$ cat config.mk
export PLATFORM = sky130hd
export DESIGN_NAME = sprite_engine_flat
export DESIGN_NICKNAME = d
export VERILOG_FILES = /design/src/rtl/sprite_engine_if.sv /design/src/rtl/sprite_engine.sv /design/src/flat_wrapper.sv
export SDC_FILE = /design/constraint.sdc
export NUM_CORES = 1
export LEC_CHECK = 0
export ABC_CLOCK_PERIOD_IN_PS = 3150
export BUFFER_PORTS_ARGS = -buffer_cell sky130_fd_sc_hd__buf_2
export CORE_AREA = 5 5 138 173
export DETAILED_ROUTE_END_ITERATION = 8
export DIE_AREA = 0 0 143 178
export PLACE_DENSITY = 0.78
export REMOVE_ABC_BUFFERS = 1
export SLEW_MARGIN = 5
export SYNTH_ARGS = -nofsm -noshare
export SYNTH_HDL_FRONTEND = slang
export SYNTH_SLANG_ARGS = --single-unit
$ cat constraint.sdc
create_clock -name clk -period 3.15 [get_ports clk]
set_input_delay 0.4725 -clock clk [delete_from_list [all_inputs] [get_ports clk]]
set_output_delay 0.4725 -clock clk [all_outputs]
set_load 0.03 [all_outputs]
$ cat src/rtl/sprite_engine_if.sv
// CPU register bus for the sprite engine.
//   enable       : chip select for reads
//   address      : register index (5 bits)
//   data_in      : write data
//   write_enable : register write strobe
//   data_out     : registered read data (driven by the engine)
interface sprite_engine_if;
  logic       enable;
  logic [4:0] address;
  logic [7:0] data_in;
  logic       write_enable;
  logic [7:0] data_out;

  modport master (output enable, address, data_in, write_enable, input data_out);
  modport slave  (input enable, address, data_in, write_enable, output data_out);
endinterface

$ cat src/rtl/sprite_engine.sv
// Single 8x16 player sprite for the video path. Holds the sprite registers,
// fetches one bitmap row per line at HFETCH, shifts it out starting at xpos,
// and drives a registered sprite pixel/colour plus a sticky collision flag.
//   clk, reset (async, active-low)
//   bus           : register bus (slave side)
//   hpos, vpos    : current pixel / line from the HDMI timer
//   in_hblank     : horizontal blank
//   playfield_bit : playfield pixel at the same hpos
//   sprite_on     : sprite pixel visible, 1 clk after its hpos
//   sprite_color  : colour index while sprite_on, else 0
//   collision     : sticky sprite/playfield overlap, cleared by writing 0x16
//
// state | meaning
// IDLE  | no sprite on this line (disabled, off-screen, or finished)
// ARMED | row fetched, waiting for hpos == xpos
// DRAW  | shifting the row out, each bit held for width pixels
module sprite_engine #(
  parameter int HFETCH      = 0,
  parameter int LINE_REPEAT = 2,
  parameter int ROWS        = 16
) (
  input  logic           clk,
  input  logic           reset,
  sprite_engine_if.slave bus,
  input  logic [9:0]     hpos,
  input  logic [9:0]     vpos,
  input  logic           in_hblank,
  input  logic           playfield_bit,
  output logic           sprite_on,
  output logic [7:0]     sprite_color,
  output logic           collision
);
  localparam int         ROW_SHIFT = $clog2(LINE_REPEAT);
  localparam logic [9:0] SPAN      = 10'(ROWS * LINE_REPEAT);
  localparam logic [9:0] FETCH_H   = 10'(HFETCH);

  typedef enum logic [1:0] {IDLE, ARMED, DRAW} state_t;

  logic [7:0] bitmap [16];
  logic [9:0] xpos, ypos;
  logic [3:0] ctrl;
  logic [7:0] color;

  state_t     state;
  logic [7:0] shift;
  logic [2:0] bit_cnt;
  logic [3:0] stretch;
  logic [3:0] width_m1;

  logic [9:0] row_off;
  logic [3:0] row;
  logic [7:0] fetch_bits;
  logic [3:0] size_m1;
  logic [7:0] rd_data;
  logic       at_fetch, fetch_hit, x_hit, pix, clr_coll;

  assign row_off   = vpos - ypos;
  assign row       = row_off[ROW_SHIFT +: 4];
  assign at_fetch  = (hpos == FETCH_H);
  assign fetch_hit = ctrl[0] && (vpos >= ypos) && (row_off < SPAN);
  // The ARMED cycle that matches xpos already shows the first pixel, so the
  // registered output lands exactly one clk after the hpos it belongs to.
  assign x_hit     = (state == ARMED) && (hpos == xpos) && !at_fetch;
  assign pix       = ((state == DRAW) || x_hit) && shift[7] && !in_hblank;
  assign clr_coll  = bus.write_enable && (bus.address == 5'h16);

  always_comb begin
    fetch_bits = '0;
    for (int i = 0; i < 8; i++)
      fetch_bits[i] = ctrl[1] ? bitmap[row][7-i] : bitmap[row][i];
  end

  always_comb begin
    case (ctrl[3:2])
      2'd0:    size_m1 = 4'd1;
      2'd1:    size_m1 = 4'd3;
      2'd2:    size_m1 = 4'd7;
      default: size_m1 = 4'd15;
    endcase
  end

  always_comb begin
    rd_data = '0;
    if (!bus.address[4]) rd_data = bitmap[bus.address[3:0]];
    else begin
      case (bus.address)
        5'h10:   rd_data = xpos[7:0];
        5'h11:   rd_data = {6'b0, xpos[9:8]};
        5'h12:   rd_data = ypos[7:0];
        5'h13:   rd_data = {6'b0, ypos[9:8]};
        5'h14:   rd_data = {4'b0, ctrl};
        5'h15:   rd_data = color;
        5'h16:   rd_data = {7'b0, collision};
        default: rd_data = '0;
      endcase
    end
  end

  always_ff @(posedge clk or negedge reset) begin
    if (!reset) begin
      for (int i = 0; i < 16; i++) bitmap[i] <= '0;
      xpos  <= '0;
      ypos  <= '0;
      ctrl  <= '0;
      color <= '0;
    end else if (bus.write_enable) begin
      case (bus.address)
        5'h10:   xpos[7:0] <= bus.data_in;
        5'h11:   xpos[9:8] <= bus.data_in[1:0];
        5'h12:   ypos[7:0] <= bus.data_in;
        5'h13:   ypos[9:8] <= bus.data_in[1:0];
        5'h14:   ctrl      <= bus.data_in[3:0];
        5'h15:   color     <= bus.data_in;
        default: if (!bus.address[4]) bitmap[bus.address[3:0]] <= bus.data_in;
      endcase
    end
  end

  always_ff @(posedge clk or negedge reset) begin
    if (!reset) bus.data_out <= '0;
    else if (bus.enable && !bus.write_enable) bus.data_out <= rd_data;
  end

  always_ff @(posedge clk or negedge reset) begin
    if (!reset) begin
      state        <= IDLE;
      shift        <= '0;
      bit_cnt      <= '0;
      stretch      <= '0;
      width_m1     <= '0;
      sprite_on    <= 1'b0;
      sprite_color <= '0;
      collision    <= 1'b0;
    end else begin
      if (at_fetch) begin
        if (fetch_hit) begin
          shift <= fetch_bits;
          state <= ARMED;
        end else begin
          state <= IDLE;
        end
      end else begin
        case (state)
          ARMED: if (x_hit) begin
            state    <= DRAW;
            bit_cnt  <= '0;
            stretch  <= 4'd1;  // entry cycle already showed one pixel
            width_m1 <= size_m1;
          end
          DRAW: begin
            if (stretch == width_m1) begin
              stretch <= '0;
              shift   <= {shift[6:0], 1'b0};
              bit_cnt <= bit_cnt + 3'd1;
              if (bit_cnt == 3'd7) state <= IDLE;
            end else begin
              stretch <= stretch + 4'd1;
            end
          end
          default: ;
        endcase
      end

      sprite_on    <= pix;
      sprite_color <= pix ? color : 8'h00;
      // set beats a same-cycle clear
      if (pix && playfield_bit) collision <= 1'b1;
      else if (clr_coll)        collision <= 1'b0;
    end
  end
endmodule

$ cat src/flat_wrapper.sv
// flat-port wrapper written by rule: the top's interface ports become plain ports
module sprite_engine_flat 
#(
  parameter int HFETCH      = 0,
  parameter int LINE_REPEAT = 2,
  parameter int ROWS        = 16
)
  (clk, reset, hpos, vpos, in_hblank, playfield_bit, sprite_on, sprite_color, collision, bus_enable, bus_address, bus_data_in, bus_write_enable, bus_data_out);
  sprite_engine_if bus_i ();
  input  logic clk;
  input  logic reset;
  input  logic [9:0] hpos;
  input  logic [9:0] vpos;
  input  logic in_hblank;
  input  logic playfield_bit;
  output logic sprite_on;
  output logic [7:0] sprite_color;
  output logic collision;
  input wire logic [$bits(bus_i.enable)-1:0] bus_enable;
  input wire logic [$bits(bus_i.address)-1:0] bus_address;
  input wire logic [$bits(bus_i.data_in)-1:0] bus_data_in;
  input wire logic [$bits(bus_i.write_enable)-1:0] bus_write_enable;
  output wire logic [$bits(bus_i.data_out)-1:0] bus_data_out;
  assign bus_i.enable = bus_enable;
  assign bus_i.address = bus_address;
  assign bus_i.data_in = bus_data_in;
  assign bus_i.write_enable = bus_write_enable;
  assign bus_data_out = bus_i.data_out;
  sprite_engine #(.HFETCH(HFETCH), .LINE_REPEAT(LINE_REPEAT), .ROWS(ROWS)) u_core (.clk(clk), .reset(reset), .bus(bus_i), .hpos(hpos), .vpos(vpos), .in_hblank(in_hblank), .playfield_bit(playfield_bit), .sprite_on(sprite_on), .sprite_color(sprite_color), .collision(collision));
endmodule
==> flow_summary.toml <==
[status]
status = "finished, violations left"
violations = "setup timing"

[logic_synthesis]
synth_cells = 809
yosys.area.top_type = "dfrtp_1"
ys_dominant_reg_cell = "dfrtp_1"
seq_area_frac_synth = 0.4592
synth_top_area_frac = 0.4592
synth_common_cells = "dfrtp_1 (199), mux2_2 (185), mux4_2 (63), nand2_1 (50), clkbuf_1 (31)"
ys_top_cells_by_area = "dfrtp_1 (46%), mux2_2 (19%), mux4_2 (13%)"
synth_most_common_cell = "dfrtp_1"
yosysWarnings = 0
synthArstFlopShare = 1.000
synth-seq-cells = 199
syn_area_mm2 = 0.01084
synth.avg_cell_area_um2 = 13.40
synth.distinct_cells = 57
synth_edf_count = 0

[timing]
min_period_ns = 3.186
whs_ns = 0.06282
rsz0062_at_grt = "true"
final_hold_viol_count = 0
worst_slew_pin_slew_ns = 1.058
final_max_slew_viol_count = 0
setup_viol = 1
fin_ws_ns = -0.03579
fin_crit_sh = 1.011
timing.fmax_mhz = 313.9
slew_headroom = 0.2893
skew_ns = 0.01277

[layout]
fin_util = 0.5572
nNetsFinal = 927
final_cells = 1168
drive_above_1_share = 0.4418
syn2layout_area_growth_pct = 13.34
fillCellCount = 1748
diodes = 0

[run]
drv_cap = 0

[worst_setup_path]
slowest_stage = "fa_2"
critPathMaxFanout = 9
crit_family = "multiplexers"
cpMostUsedCell = "mux2_2"
crit_type = "flip-flop to flip-flop"
cp.required_ns = 3.49
cpPeakStageDelay_ns = 0.57
cp_cell_sequence = "ha_2 -> inv_1 -> fa_2 -> buf_12 -> mux4_1 -> mux2_2 -> mux4_2 -> nor2b_1 -> mux2_2"
critical_path_buf_inv_count = 2
critPathArrivalTime_ns = 3.52
start_kind = "flip-flop"
crit_path_end_kind = "flip-flop"

[detailed_routing]
dr.pass1.iters = 5
avgViaCountPerCell = 6.354
routedWlPerCell_um = 23.49
drt_first_iter_violations = 620
vias = 7421
drtAntennaViolNets = 0
drt-total-wl_mm = 27.43
route.detailed.drc = 0

[floorplan]
floorplan.initialDensity = 0.4916
dieWidth_um = 143
num_io_pins = 57
core-area_mm2 = 0.02206
rows = 61
die_h_um = 178
dieArea_mm2 = 0.02545

[power]
peakVddDrop_mv = 0.3789
power_mw = 8.520
power_leakage_nw = 5.538
power_density_mw_per_mm2 = 693.2

[global_route]
grt_overflow = 0
antenna_found_initial = 0
grt_max_degree = 81
grt_pass1_vias = 7872
grt_pass1_wl_mm = 43.84
grtUsageTotal = 0.2237

[clock_network]
clockBufferDepth = 2
clkTransAtPathRegs_ns = 0.08
cts_hold_buf = 0
cts-buffers-inserted = 17
clk_latency_ns = 0.45
h-tree-depth = 4
clock_sinks = 199
ctsRootBufferMaster = "clkbuf_16"
cts_tree = "built"

[placed_design]
dpl_worst_slack_ns = -0.2606
io_buffers = 56
post-dp-hpwl_mm = 19.36
dp.cells = 1135
gp_congestion = 0.8854

[worst_hold_path]
holdCritPathClass = "primary input to asynchronous set/reset pin"
## state kept, by name, indices dropped and copies added (netlist names), 2 cells and up
register	count
u_core.ctrl	4
u_core.stretch	4
u_core.xpos	10
u_core.shift	8
u_core.bitmap	128
u_core.ypos	10
u_core.sprite_color	8
u_core.bit_cnt	3
u_core.width_m1	4
u_core.bus.data_out	8
u_core.color	8
u_core.state	2
## cells in the final DEF, fill, tap and decap left out, drive strengths merged, types with 4 or more instances in the layout
cell    Yosys  routed
dfrtp     199     199
mux2i       4       4
a22oi       4       4
clkbuf     31      18
nand2      50      50
nand3      13      13
o31ai       8       8
o22ai      16      16
nand2b      7       7
buf        22      96
mux2      185     185
nor4        8       8
xor2       16      16
ha         15      15
and3        4       4
inv        24      32
o21ai      28      28
a21o        5       5
a21oi      17      17
mux4       73      73
and2       10      10
nor2       17      17
a222oi      5       5
nor2b       6       6
nor3       10      10
## stage by stage
stage,cell area [um2],TNS [ns]
2_1_floorplan,10600,-6.440
3_3_place_gp,11650,-1.006
3_5_place_dp,11650,-1.317
4_1_cts,12290,-0.05089
5_1_grt,12290,-0.6124
6_report,12290,-0.03579
## area by class of cell
class | instances | area, um2 | share of cell area
clock inverter | 15 | 209.0 | 0.01700
clock buffer | 17 | 425.4 | 0.03461
timing repair buffer | 97 | 684.4 | 0.05569
multi-input combinational | 532 | 5544 | 0.4511
tap | 283 | 354.1 | 0.02881
sequential | 199 | 4980 | 0.4052
inverter | 25 | 93.84 | 0.007635
## worst reg2reg max path, stage by stage, from the launching register on
cell     delay, ns
dfrtp_1       0.40
ha_2          0.20
inv_1         0.06
fa_2          0.57
buf_12        0.15
mux4_1        0.57
mux2_2        0.29
mux4_2        0.46
nor2b_1       0.14
mux2_2        0.26
## power breakdown
| part | switching (mW) | internal, mW |
|---|---|---|
| Sequential | 0.408 | 3.05 |
| Combinational | 1.25 | 1.46 |
| Clock | 1.07 | 1.29 |
## worst paths after layout
path	start	to	slack, ns	cells past startpoint
setup / recovery	u_core.ypos[0]	u_core.shift[0]	-0.04	9
hold / removal	reset	u_core.stretch[0]	0.06	1
setup reg to reg	u_core.ypos[0]	u_core.shift[0]	-0.04	9
hold reg to reg	u_core.bus.data_out[2]	u_core.bus.data_out[2]	0.48	2
max in group asynchronous	reset	u_core.bitmap[100]	2.35	2
min in group clk	playfield_bit	u_core.collision	0.22	3
## per-layer routing
layer,vias up,wire [um],GRT usage
met5,-,0,0
met4,0,1350,0.1101
met3,78,1525,0.03942
met2,308,14110,0.3846
met1,3833,10450,0.2711
li1,3202,-,-
## logic make-up after synthesis
family / share of synthesized area
buffers and inverters: 0.03115
adder cells (fa/ha/maj): 0.01915
multiplexers: 0.3509
AND/OR/NAND/NOR: 0.06681
flip-flops: 0.4592
XOR/XNOR: 0.01442
AO/OA/AOI/OAI: 0.05838
## what timing repair did
| item | CTS | global route |
|---|---|---|
| setup endpoints to repair | 1 | 7 |
| buffers inserted | 0 | 1 |
| resized for setup | 0 | 5 |
| endpoints found under the hold margin | 0 | 0 |
| pin swaps | 0 | 3 |
No activity file was read; power rests on OpenSTA's default activity.
